[src/rtl/dmem_arbiter_pkg.sv]
// Shared definitions for the data-memory arbiter: dump FSM encodings and
// the default forced-grant wait limit.
package dmem_arbiter_pkg;

  typedef enum logic [1:0] {
    ST_IDLE = 2'd0,
    ST_READ = 2'd1,
    ST_HOLD = 2'd2,
    ST_DONE = 2'd3
  } dump_state_t;

  localparam int unsigned STALL_LIMIT_DEFAULT = 8;

endpackage

[src/rtl/dmem_port_mux.sv]
// Combinational owner select for the dmem port: the pipeline wins unless a
// forced dump grant is active; otherwise a pending dump read gets the port.
module dmem_port_mux #(
  parameter int unsigned NB_DATA = 32,
  parameter int unsigned NB_ADDR = 7
) (
  input  logic               pipe_read,
  input  logic               pipe_write,
  input  logic [NB_ADDR-1:0] pipe_addr,
  input  logic [NB_DATA-1:0] pipe_wdata,
  input  logic               force_grant,
  input  logic               dump_req,
  input  logic [NB_ADDR-1:0] dump_addr,
  output logic               dump_grant,
  output logic               mem_enable,
  output logic               mem_read,
  output logic               mem_write,
  output logic [NB_ADDR-1:0] mem_addr,
  output logic [NB_DATA-1:0] mem_wdata
);

  logic pipe_own;

  always_comb begin
    pipe_own   = (pipe_read | pipe_write) & ~force_grant;
    dump_grant = 1'b0;
    mem_enable = 1'b0;
    mem_read   = 1'b0;
    mem_write  = 1'b0;
    mem_addr   = '0;
    mem_wdata  = '0;
    if (pipe_own) begin
      mem_enable = 1'b1;
      mem_read   = pipe_read;
      mem_write  = pipe_write;
      mem_addr   = pipe_addr;
      mem_wdata  = pipe_wdata;
    end else if (dump_req) begin
      dump_grant = 1'b1;
      mem_enable = 1'b1;
      mem_read   = 1'b1;
      mem_addr   = dump_addr;
    end
  end

endmodule

[src/rtl/dmem_arbiter.sv]
// Shares dmem between the MEM stage (priority) and the debug dump engine.
// Optional DMEM_ARB_STALL_EN forces a dump grant after STALL_LIMIT waits.
module dmem_arbiter
  import dmem_arbiter_pkg::*;
#(
  parameter int unsigned NB_DATA     = 32,
  parameter int unsigned NB_ADDR     = 7,
  parameter int unsigned N_WORDS     = 128,
  parameter int unsigned STALL_LIMIT = STALL_LIMIT_DEFAULT
) (
  input  logic               i_clk,
  input  logic               i_reset,
  input  logic               i_pipe_read,
  input  logic               i_pipe_write,
  input  logic [NB_ADDR-1:0] i_pipe_addr,
  input  logic [NB_DATA-1:0] i_pipe_wdata,
  output logic [NB_DATA-1:0] o_pipe_rdata,
  output logic               o_pipe_stall,
  input  logic               i_dump_start,
  input  logic               i_dump_ready,
  output logic               o_dump_valid,
  output logic [NB_DATA-1:0] o_dump_data,
  output logic [NB_ADDR-1:0] o_dump_addr,
  output logic               o_dump_busy,
  output logic               o_dump_done,
  output logic               o_mem_enable,
  output logic               o_mem_read,
  output logic               o_mem_write,
  output logic [NB_ADDR-1:0] o_mem_addr,
  output logic [NB_DATA-1:0] o_mem_wdata,
  input  logic [NB_DATA-1:0] i_mem_rdata
);

  localparam logic [NB_ADDR-1:0] LAST_ADDR = NB_ADDR'(N_WORDS - 1);

  dump_state_t        state, state_next;
  logic [NB_ADDR-1:0] addr_cnt;
  logic [NB_DATA-1:0] data_reg;
  logic               addr_clr, addr_inc, capture;
  logic               dump_grant, force_grant;

  dmem_port_mux #(
    .NB_DATA (NB_DATA),
    .NB_ADDR (NB_ADDR)
  ) u_port_mux (
    .pipe_read   (i_pipe_read),
    .pipe_write  (i_pipe_write),
    .pipe_addr   (i_pipe_addr),
    .pipe_wdata  (i_pipe_wdata),
    .force_grant (force_grant),
    .dump_req    (state == ST_READ),
    .dump_addr   (addr_cnt),
    .dump_grant  (dump_grant),
    .mem_enable  (o_mem_enable),
    .mem_read    (o_mem_read),
    .mem_write   (o_mem_write),
    .mem_addr    (o_mem_addr),
    .mem_wdata   (o_mem_wdata)
  );

  // dmem drives its read data combinationally back to the MEM stage.
  assign o_pipe_rdata = i_mem_rdata;

`ifdef DMEM_ARB_STALL_EN
  localparam int unsigned WAIT_W = $clog2(STALL_LIMIT + 2);
  logic [WAIT_W-1:0] wait_cnt;

  // Saturates at the limit; any grant or leaving READ restarts the wait.
  always_ff @(posedge i_clk) begin
    if (i_reset || state != ST_READ || dump_grant) begin
      wait_cnt <= '0;
    end else if (wait_cnt != WAIT_W'(STALL_LIMIT)) begin
      wait_cnt <= wait_cnt + WAIT_W'(1);
    end
  end

  assign force_grant  = (state == ST_READ) && (wait_cnt == WAIT_W'(STALL_LIMIT));
  assign o_pipe_stall = force_grant;
`else
  assign force_grant  = 1'b0;
  assign o_pipe_stall = 1'b0;
`endif

  always_comb begin
    state_next = state;
    addr_clr   = 1'b0;
    addr_inc   = 1'b0;
    capture    = 1'b0;
    case (state)
      ST_IDLE: begin
        if (i_dump_start) begin
          state_next = ST_READ;
          addr_clr   = 1'b1;
        end
      end
      ST_READ: begin
        if (dump_grant) begin
          capture    = 1'b1;
          state_next = ST_HOLD;
        end
      end
      ST_HOLD: begin
        if (i_dump_ready) begin
          if (addr_cnt == LAST_ADDR) begin
            state_next = ST_DONE;
          end else begin
            addr_inc   = 1'b1;
            state_next = ST_READ;
          end
        end
      end
      ST_DONE: state_next = ST_IDLE;
      default: state_next = ST_IDLE;
    endcase
  end

  always_ff @(posedge i_clk) begin
    if (i_reset) begin
      state    <= ST_IDLE;
      addr_cnt <= '0;
      data_reg <= '0;
    end else begin
      state <= state_next;
      if (addr_clr) begin
        addr_cnt <= '0;
      end else if (addr_inc) begin
        addr_cnt <= addr_cnt + NB_ADDR'(1);
      end
      if (capture) begin
        data_reg <= i_mem_rdata;
      end
    end
  end

  assign o_dump_valid = (state == ST_HOLD);
  assign o_dump_busy  = (state != ST_IDLE);
  assign o_dump_done  = (state == ST_DONE);
  assign o_dump_data  = data_reg;
  assign o_dump_addr  = addr_cnt;

endmodule

[config.mk]
export PLATFORM = sky130hd
export DESIGN_NAME = dmem_arbiter
export DESIGN_NICKNAME = d
export VERILOG_FILES = /design/src/rtl/dmem_arbiter_pkg.sv /design/src/rtl/dmem_port_mux.sv /design/src/rtl/dmem_arbiter.sv
export SDC_FILE = /design/constraint.sdc
export NUM_CORES = 1
export LEC_CHECK = 0
export ABC_AREA = 0
export BUFFER_PORTS_ARGS = -buffer_cell sky130_fd_sc_hd__buf_2
export CORE_MARGIN = 2
export CORE_UTILIZATION = 35
export DETAILED_ROUTE_END_ITERATION = 12
export HOLD_SLACK_MARGIN = 0.15
export PLACE_DENSITY = 0.77
export SYNTH_ARGS = -nofsm -noshare
export SYNTH_HDL_FRONTEND = slang
export SYNTH_SLANG_ARGS = --single-unit
[constraint.sdc]
create_clock -name i_clk -period 1.6 [get_ports i_clk]
set_clock_uncertainty 0.2 [all_clocks]
set_input_delay 0.16 -clock i_clk [delete_from_list [all_inputs] [get_ports i_clk]]
set_output_delay 0.16 -clock i_clk [all_outputs]
set_load 0.01 [all_outputs]
### Word level (Yosys, flattened, before mapping)

Index checks and enable logic that the tools add are counted.

* $add $sub $neg: 1
* eq/ne operators: 7
* mux-type cells: 20
* bitwise gates (word level): 1
* reductions and logical operators: 4

Operators by type and width (count)
* $mux W32: 1
* $mux W7: 2
* $mux W1: 12
* $mux W2: 4
* $pmux W2 S4: 1
* $add A7 B1 Y7 const B: 1
* $eq A7 B7 Y1 const B: 1
* $ne A2 B2 Y1 const B: 3
* $eq A2 B2 Y1 const B: 2
* $reduce_and A3 Y1: 1
* $eq A2 B1 Y1 const B: 1
* $logic_not A2 Y1: 1
* $reduce_bool A2 Y1: 1
* $reduce_or A2 Y1: 1
* $or A1 B1 Y1: 1

* register bits after elaboration: 41
* input bits: 77
* output and inout bits: 117
* word-level logic and storage cells: 36

### Logic depth before layout (Yosys ltp)

Gate-level depths: netlist of run 1.

* word-level depth: 5
* gate-level depth with buffers: 6
* mapped depth without buffers: 4

### By module

A second synthesis of run 1 with hierarchy kept.

* cells, all modules: 300
* area, all modules: 2377.3 um^2

By module, submodules not included
* dmem_arbiter: instances 1, cells each 235, area each 1978.1 um^2, seq. area each 820.8 um^2
* dmem_port_mux: instances 1, cells each 65, area each 399.1 um^2, seq. area each 0.0 um^2

### Worst setup path after synthesis of run 1

No wires, ideal clock.

* path kind: reg2reg
* from: register addr_cnt[0] (netlist: o_dump_addr[0])
* to: register addr_cnt[3] (netlist: o_dump_addr[3])
* library setup time: 0.072 ns
* data arrival time: 1.435 ns
* required time: 1.328 ns
* path slack: -0.107 ns
* cell stages (with the launch flop): 6
* path buffers: 1
* clock period less this slack: 1.707 ns
* cells stage by stage: dfxtp_1 > ha_1 > and4_1 > clkbuf_1 > a311oi_1 > mux2i_1

* longest elaborated chain between the ends: 4
* elaborated cells between the ends (all ways): 5
* those cells by class: 1 x add/sub; 1 x eq/ne; 3 x mux

RTL lines
* start: declaration: RTL line dmem_arbiter.sv:37 `logic [NB_ADDR-1:0] addr_cnt;`
* start signal: assignment: RTL line dmem_arbiter.sv:127 `addr_cnt <= addr_cnt + NB_ADDR'(1);`
* $eq A7 B7 Y1: RTL line dmem_arbiter.sv:104 `if (addr_cnt == LAST_ADDR) begin`
* $mux W1: RTL line dmem_arbiter.sv:104
* $mux W1: RTL line dmem_arbiter.sv:103 `if (i_dump_ready) begin`
* $mux W1: RTL line dmem_arbiter.sv:89 `case (state)`

Parallel ways exist; a longest one is shown, timed or not.
A chain may end at the register's enable or synchronous reset.

### Final worst setup path of run 1

* from: register state[1]
* to: output o_mem_addr[2]

* longest elaborated chain between the ends: 3

RTL lines
* start: declaration: RTL line dmem_arbiter.sv:36 `dump_state_t state, state_next;`
* start signal: assignment: RTL line dmem_arbiter.sv:123 `state <= state_next;`
* $eq A2 B1 Y1: RTL line dmem_arbiter.sv:51 `.dump_req (state == ST_READ),`
* $mux W7: RTL line dmem_port_mux.sv:38 `end else if (dump_req) begin`
* $mux W7: RTL line dmem_port_mux.sv:32 `if (pipe_own) begin`
* end: declaration: RTL line dmem_arbiter.sv:29 `output logic [NB_ADDR-1:0] o_mem_addr,`

No other way between the ends.

==> flow_metrics.tcl, run 1 <==
set metrics [dict create \
    wl_mm 7.41 \
    min_period_ns 1.80 \
    crit_path_cell_trace "or4b_4 -> o21ai_4 -> buf_6" \
    cp_data_required_time_ns 1.24 \
    slowest_stage "or4b_4" \
    cts_sinks 41 \
    routed.top_layer "met4" \
    grt_max_degree 40 \
    critical_path_arrival_ns 1.44 \
    worst_slack_ns -0.204 \
    cts.clk_slew.worst_paths_ns 0.08 \
    final_cells 574 \
    die_width_um 85.7 \
    die_h_um 85.7 \
    dp_slack_ns -0.0110 \
    r2r_slack_ns -0.16 \
    dr_total_vias 2616 \
    wl_per_cell_um 12.9 \
    synth_area_leaders "dfxtp_1 35%, buf_4 12%, nand2_1 9.3%" \
    clock_latency_ns 0.30 \
    yosysUniqueCellTypes 38 \
    max-vdd-ir-drop_uv 559 \
    synth-seq-cells 41 \
    antenna_left 0 \
    rsz0062_at_grt "true" \
    yosysTopAreaCellShare 0.352 \
    ys_async_sr_fraction 0 \
    worstPathMaxFanout 4 \
    max_freq_mhz 554 \
    drive_gt1_frac 0.549 \
    num_antenna_cells 0 \
    port_buffers 192 \
    syn_area_mm2 0.00233 \
    yosys.area.top_type "dfxtp_1" \
    avgSynthCellArea_um2 8.19 \
    io_pins 194 \
    reg2reg_from "state[1]" \
    synthTopCellsByCount "58 x nand2_1, 41 x dfxtp_1, 36 x buf_4" \
    crit_path_start_kind "flip-flop" \
    wl_met2_mm 4.00 \
    r2r-end "o_dump_data[11]" \
    worst_path_largest_cell_delay_ns 0.56 \
    dpl.hpwl_mm 5.10 \
    cts_max_path_buffers 2 \
    slew_viol_final 0 \
    period_share 1.13 \
    cts_buffers 5 \
    core.rowCount 29 \
    drt_iter0_drc 56 \
    r2r.worst_path.cells 6 \
    crit_family "simple AND/OR/NAND/NOR gates" \
    antenna_found_initial 0 \
    finalHoldViolations 0 \
    status "finished with violations" \
    violations "setup timing" \
    seq_area_um2 826 \
    final_area_mm2 0.00388 \
    clockRootBuffer "clkbuf_8" \
    grt_overflow_total 0 \
    num-fill-cells 528 \
    drc 0 \
    holdPathStages 5 \
    hold_class "input pin to flip-flop" \
    synth.most_common_cell "nand2_1" \
    ys_warn_count 0 \
    ys_seq_area_frac 0.352 \
    end_kind "output pin" \
    met3_wirelength_um 406 \
    synthFlopType "dfxtp_1" \
    setup_violations 44 \
    gp_congestion 0.836 \
    synthCells 285 \
    dr.pass1.iters 4 \
    multiInputGateArea_mm2 0.00117 \
    cp.buffers_inverters 1 \
    fp.coreArea_mm2 0.00639 \
    drv_cap 0 \
    gr-usage-all-layers 0.189 \
    hold_start "i_pipe_read" \
    grt_pass1_vias 2467 \
    hold_ws_ns 0.242 \
    postPlaceCellArea_mm2 0.00321 \
    synth_nets 363 \
    htreeDepth 2 \
    total_power_uw 2580 \
    grt_pass1_wl_mm 11.3 \
    hold_end "state[1]" \
    m1WireLength_mm 2.95 \
    synthToLayoutAreaGrowth_pct 66.5 \
    fp.dieArea_mm2 0.00734 \
    critical_path_class "flip-flop to output pin" \
    place_inst 519 \
    p_per_area_mw_per_mm2 664 \
    p_leak_uw 0.00187 \
    start_util 0.365 \
    fin_nets 574 \
    synth_edf_count 0 \
    viasPerCell 4.56 \
    cts_tree "built" \
]
-- what timing repair did --
action	in CTS	in global routing
gates resized for setup	7	23
endpoints found under the setup margin	27	79
hold buffers	35	0
pin swaps	2	4
buffers inserted	4	9
gates cloned	0	0
hold endpoints to repair	41	0
-- power by group --
part | switching (uW) | total (uW) | internal [uW]
Clock | 371 | 878 | 507
Combinational | 291 | 643 | 352
Sequential | 12.9 | 1060 | 1040
Total | 675 | 2580 | 1900
-- area by class of cell --
class | instances | share of cell area
clock inverter | 2 | 0.00966
timing repair buffer | 261 | 0.428
clock buffer | 6 | 0.0213
multi-input combinational | 185 | 0.301
inverter | 2 | 0.00193
tap | 77 | 0.0248
sequential | 41 | 0.213
-- sequential cells by signal, summed over array words and instances, names as in the netlist --
name / flops
o_dump_addr: 7
o_dump_data: 32
state: 2
-- worst min-delay path, stage by stage --
cell	delay [ns]
buf_2	0.11
or4b_4	0.16
buf_4	0.11
buf_6	0.08
a311oi_2	0.07
-- layout by cell type, fill, tap and decap left out, types with 5 or more instances in the layout --
cell type      synthesis  routed
buf_6                  4      16
clkbuf_8               0       6
buf_2                  4     187
nand2_2                9      10
nand2_1               58      57
buf_4                 36      21
a21oi_1               24      24
mux2i_1                5       5
a22o_1                 6       6
a21oi_2                9       9
dfxtp_1               41      37
dlygate4sd3_1          0      35
nand3b_1               7       7
and2_1                33      33
-- metrics by stage --
stage / setup TNS (ns) / utilization
finish: -6.14 / 0.608
global route: -8.05 / 0.608
CTS: -2.52 / 0.586
detailed placement: -0.0724 / 0.503
global placement: -0.0439 / 0.503
floorplan: 0 / -
-- routing by layer --
layer  GRT usage  vias up
li1            -     1323
met1       0.216     1201
met2       0.353       86
met3      0.0443        6
met4      0.0491        0
met5           0        -
-- how the worst max path moves through the flow --
stage,cells after the start,startpoint,end
after global routing,5,state[1],o_mem_addr[3]
after global placement,5,state[1],o_mem_addr[5]
after detailed placement,5,state[1],o_mem_addr[5]
after floorplan,4,state[1],o_mem_addr[2]
final,3,state[1],o_mem_addr[2]
after CTS,3,state[1],o_mem_addr[2]
-- kinds of logic (layout without fill, tap and decap cells) --
kind of cell,Yosys count,count (layout),synth area share
other,1,1,0.00161
flip-flops,41,41,0.352
adder cells (fa/ha/maj),1,1,0.00536
buffers and inverters,59,271,0.173
AND/OR/NAND/NOR,128,128,0.299
AO/OA/AOI/OAI,50,50,0.148
multiplexers,5,5,0.0214
Note: power is estimated with default switching activity, not from simulation.
==> run 2, diff against run 1 <==
Settings changed: CORE_ASPECT_RATIO set to 0.9.
==> run 2 against run 1 <==
The run still ends with setup timing left. Maximum frequency decreased by 2.4%. Global-route usage increased by 0.41 points. Hold slack got worse by 0.061 ns. First-iteration DRC count increased by 64%. Final area increased by 0.39%. Sequential share of layout area about the same. Combinational power decreased by 2%. Die area about the same. Critical path depth unchanged. Sequential cell count unchanged. Clock-buffer cell count unchanged. Utilization decreased by 0.98 points. Critical endpoint unchanged. Largest cell class unchanged.
==> flow_metrics.tcl, run 2 (same netlist as run 1, synthesis figures left out) <==
set metrics [dict create \
    status "finished with violations" \
    violations "setup timing" \
    end_kind "output pin" \
    fp.coreArea_mm2 0.00652 \
    port_buffers 192 \
    critical_path_arrival_ns 1.49 \
    fp.dieArea_mm2 0.00734 \
    place_inst 533 \
    die_width_um 90.1 \
    wl_met2_mm 3.89 \
    core.rowCount 28 \
    m1WireLength_mm 3.25 \
    crit_path_start_kind "flip-flop" \
    num-fill-cells 576 \
    drt_iter0_drc 92 \
    hold_class "input pin to flip-flop" \
    grt_max_degree 40 \
    r2r_slack_ns -0.10 \
    synthToLayoutAreaGrowth_pct 67.1 \
    die_h_um 81.5 \
    clock_latency_ns 0.29 \
    period_share 1.15 \
    viasPerCell 4.53 \
    p_leak_uw 0.00187 \
    layout_commonest_cell "buf_2" \
    hold_ws_ns 0.181 \
    routed.top_layer "met4" \
    cts_buffers 5 \
    max_freq_mhz 541 \
    final_cell_mix "188 x buf_2, 56 x nand2_1, 37 x dfxtp_1" \
    max-vdd-ir-drop_uv 485 \
    multiInputGateArea_mm2 0.00118 \
    drive_gt1_frac 0.548 \
    cts_max_path_buffers 2 \
    met3_wirelength_um 389 \
    clockRootBuffer "clkbuf_8" \
    drv_cap 0 \
    largest_reg_flops 32 \
    seq_area_um2 828 \
    dr_total_vias 2648 \
    htreeDepth 2 \
    antenna_found_initial 0 \
    start_util 0.358 \
    drc 0 \
    grt_overflow_total 0 \
    dpl.hpwl_mm 5.39 \
    cp_data_required_time_ns 1.24 \
    finalHoldViolations 0 \
    worstPathMaxFanout 4 \
    antenna_left 0 \
    cts_tree "built" \
    cts_sinks 41 \
    grt_pass1_vias 2472 \
    wl_per_cell_um 13.1 \
    critical_path_class "flip-flop to output pin" \
    gp_congestion 0.851 \
    rsz0062_at_grt "true" \
    grt_pass1_wl_mm 11.5 \
    dr.pass1.iters 4 \
    utilization 0.599 \
    gr-usage-all-layers 0.194 \
    slew_viol_final 0 \
    io_pins 194 \
    total_power_uw 2560 \
    final_cells 584 \
    cts.clk_slew.worst_paths_ns 0.08 \
    wl_mm 7.66 \
    fin_nets 570 \
    p_per_area_mw_per_mm2 656 \
    worst_slack_ns -0.247 \
    setup_violations 42 \
    min_period_ns 1.85 \
]
==> run 2: repair_timing <==
item / in CTS / in global routing
buffers inserted: 5 / 2
endpoints found under the setup margin: 46 / 73
hold buffers: 35 / 0
pin swaps: 5 / 11
resized for setup: 16 / 14
gates cloned: 0 / 2
endpoints found under the hold margin: 41 / 0
==> run 2: critical path, cell delays in order (launching register included) <==
cell and delay (ns):
dfxtp_2 0.34, or4b_4 0.58, o21ai_4 0.15, buf_6 0.12
==> run 2: report_power, final <==
| group | internal, uW | leakage [uW] | total, uW | switching, uW |
|---|---|---|---|---|
| Clock | 507 | 0.0000574 | 865 | 358 |
| Sequential | 1040 | 0.000334 | 1060 | 15.7 |
| Combinational | 341 | 0.00148 | 633 | 292 |
==> run 2: path summary, 6_finish.rpt <==
path / startpoint / endpoint / depth (start not counted)
max: state[1] / o_mem_addr[2] / 3
min: i_pipe_read / state[1] / 4
max reg2reg: state[1] / o_dump_data[24] / 5
min reg2reg: o_dump_data[6] / o_dump_data[6] / 2
==> run 2: layout make-up <==
cell class | instances | share of cell area
repair buffers | 257 | 0.423
multi-input cells | 185 | 0.303
flip-flops and latches | 41 | 0.212
well taps | 90 | 0.0289
clock buffers | 6 | 0.0212
clock inverters | 2 | 0.00962
inverters | 2 | 0.00192
diodes | 1 | 0.000642
==> run 2: stage by stage <==
stage | setup TNS, ns | instance area [um^2] | worst slack, ns
after floorplan | 0 | 2380 | 0.00551
after global placement | -0.333 | 3230 | -0.0183
after detailed placement | -1.12 | 3230 | -0.0465
after CTS | -3.57 | 3790 | -0.228
after global routing | -6.41 | 3900 | -0.323
final | -4.32 | 3900 | -0.247
==> run 2: metal layers <==
metal,vias up,global-route usage
met5,-,0
met4,0,0.0677
met3,16,0.0422
met2,104,0.349
met1,1208,0.232
li1,1320,-
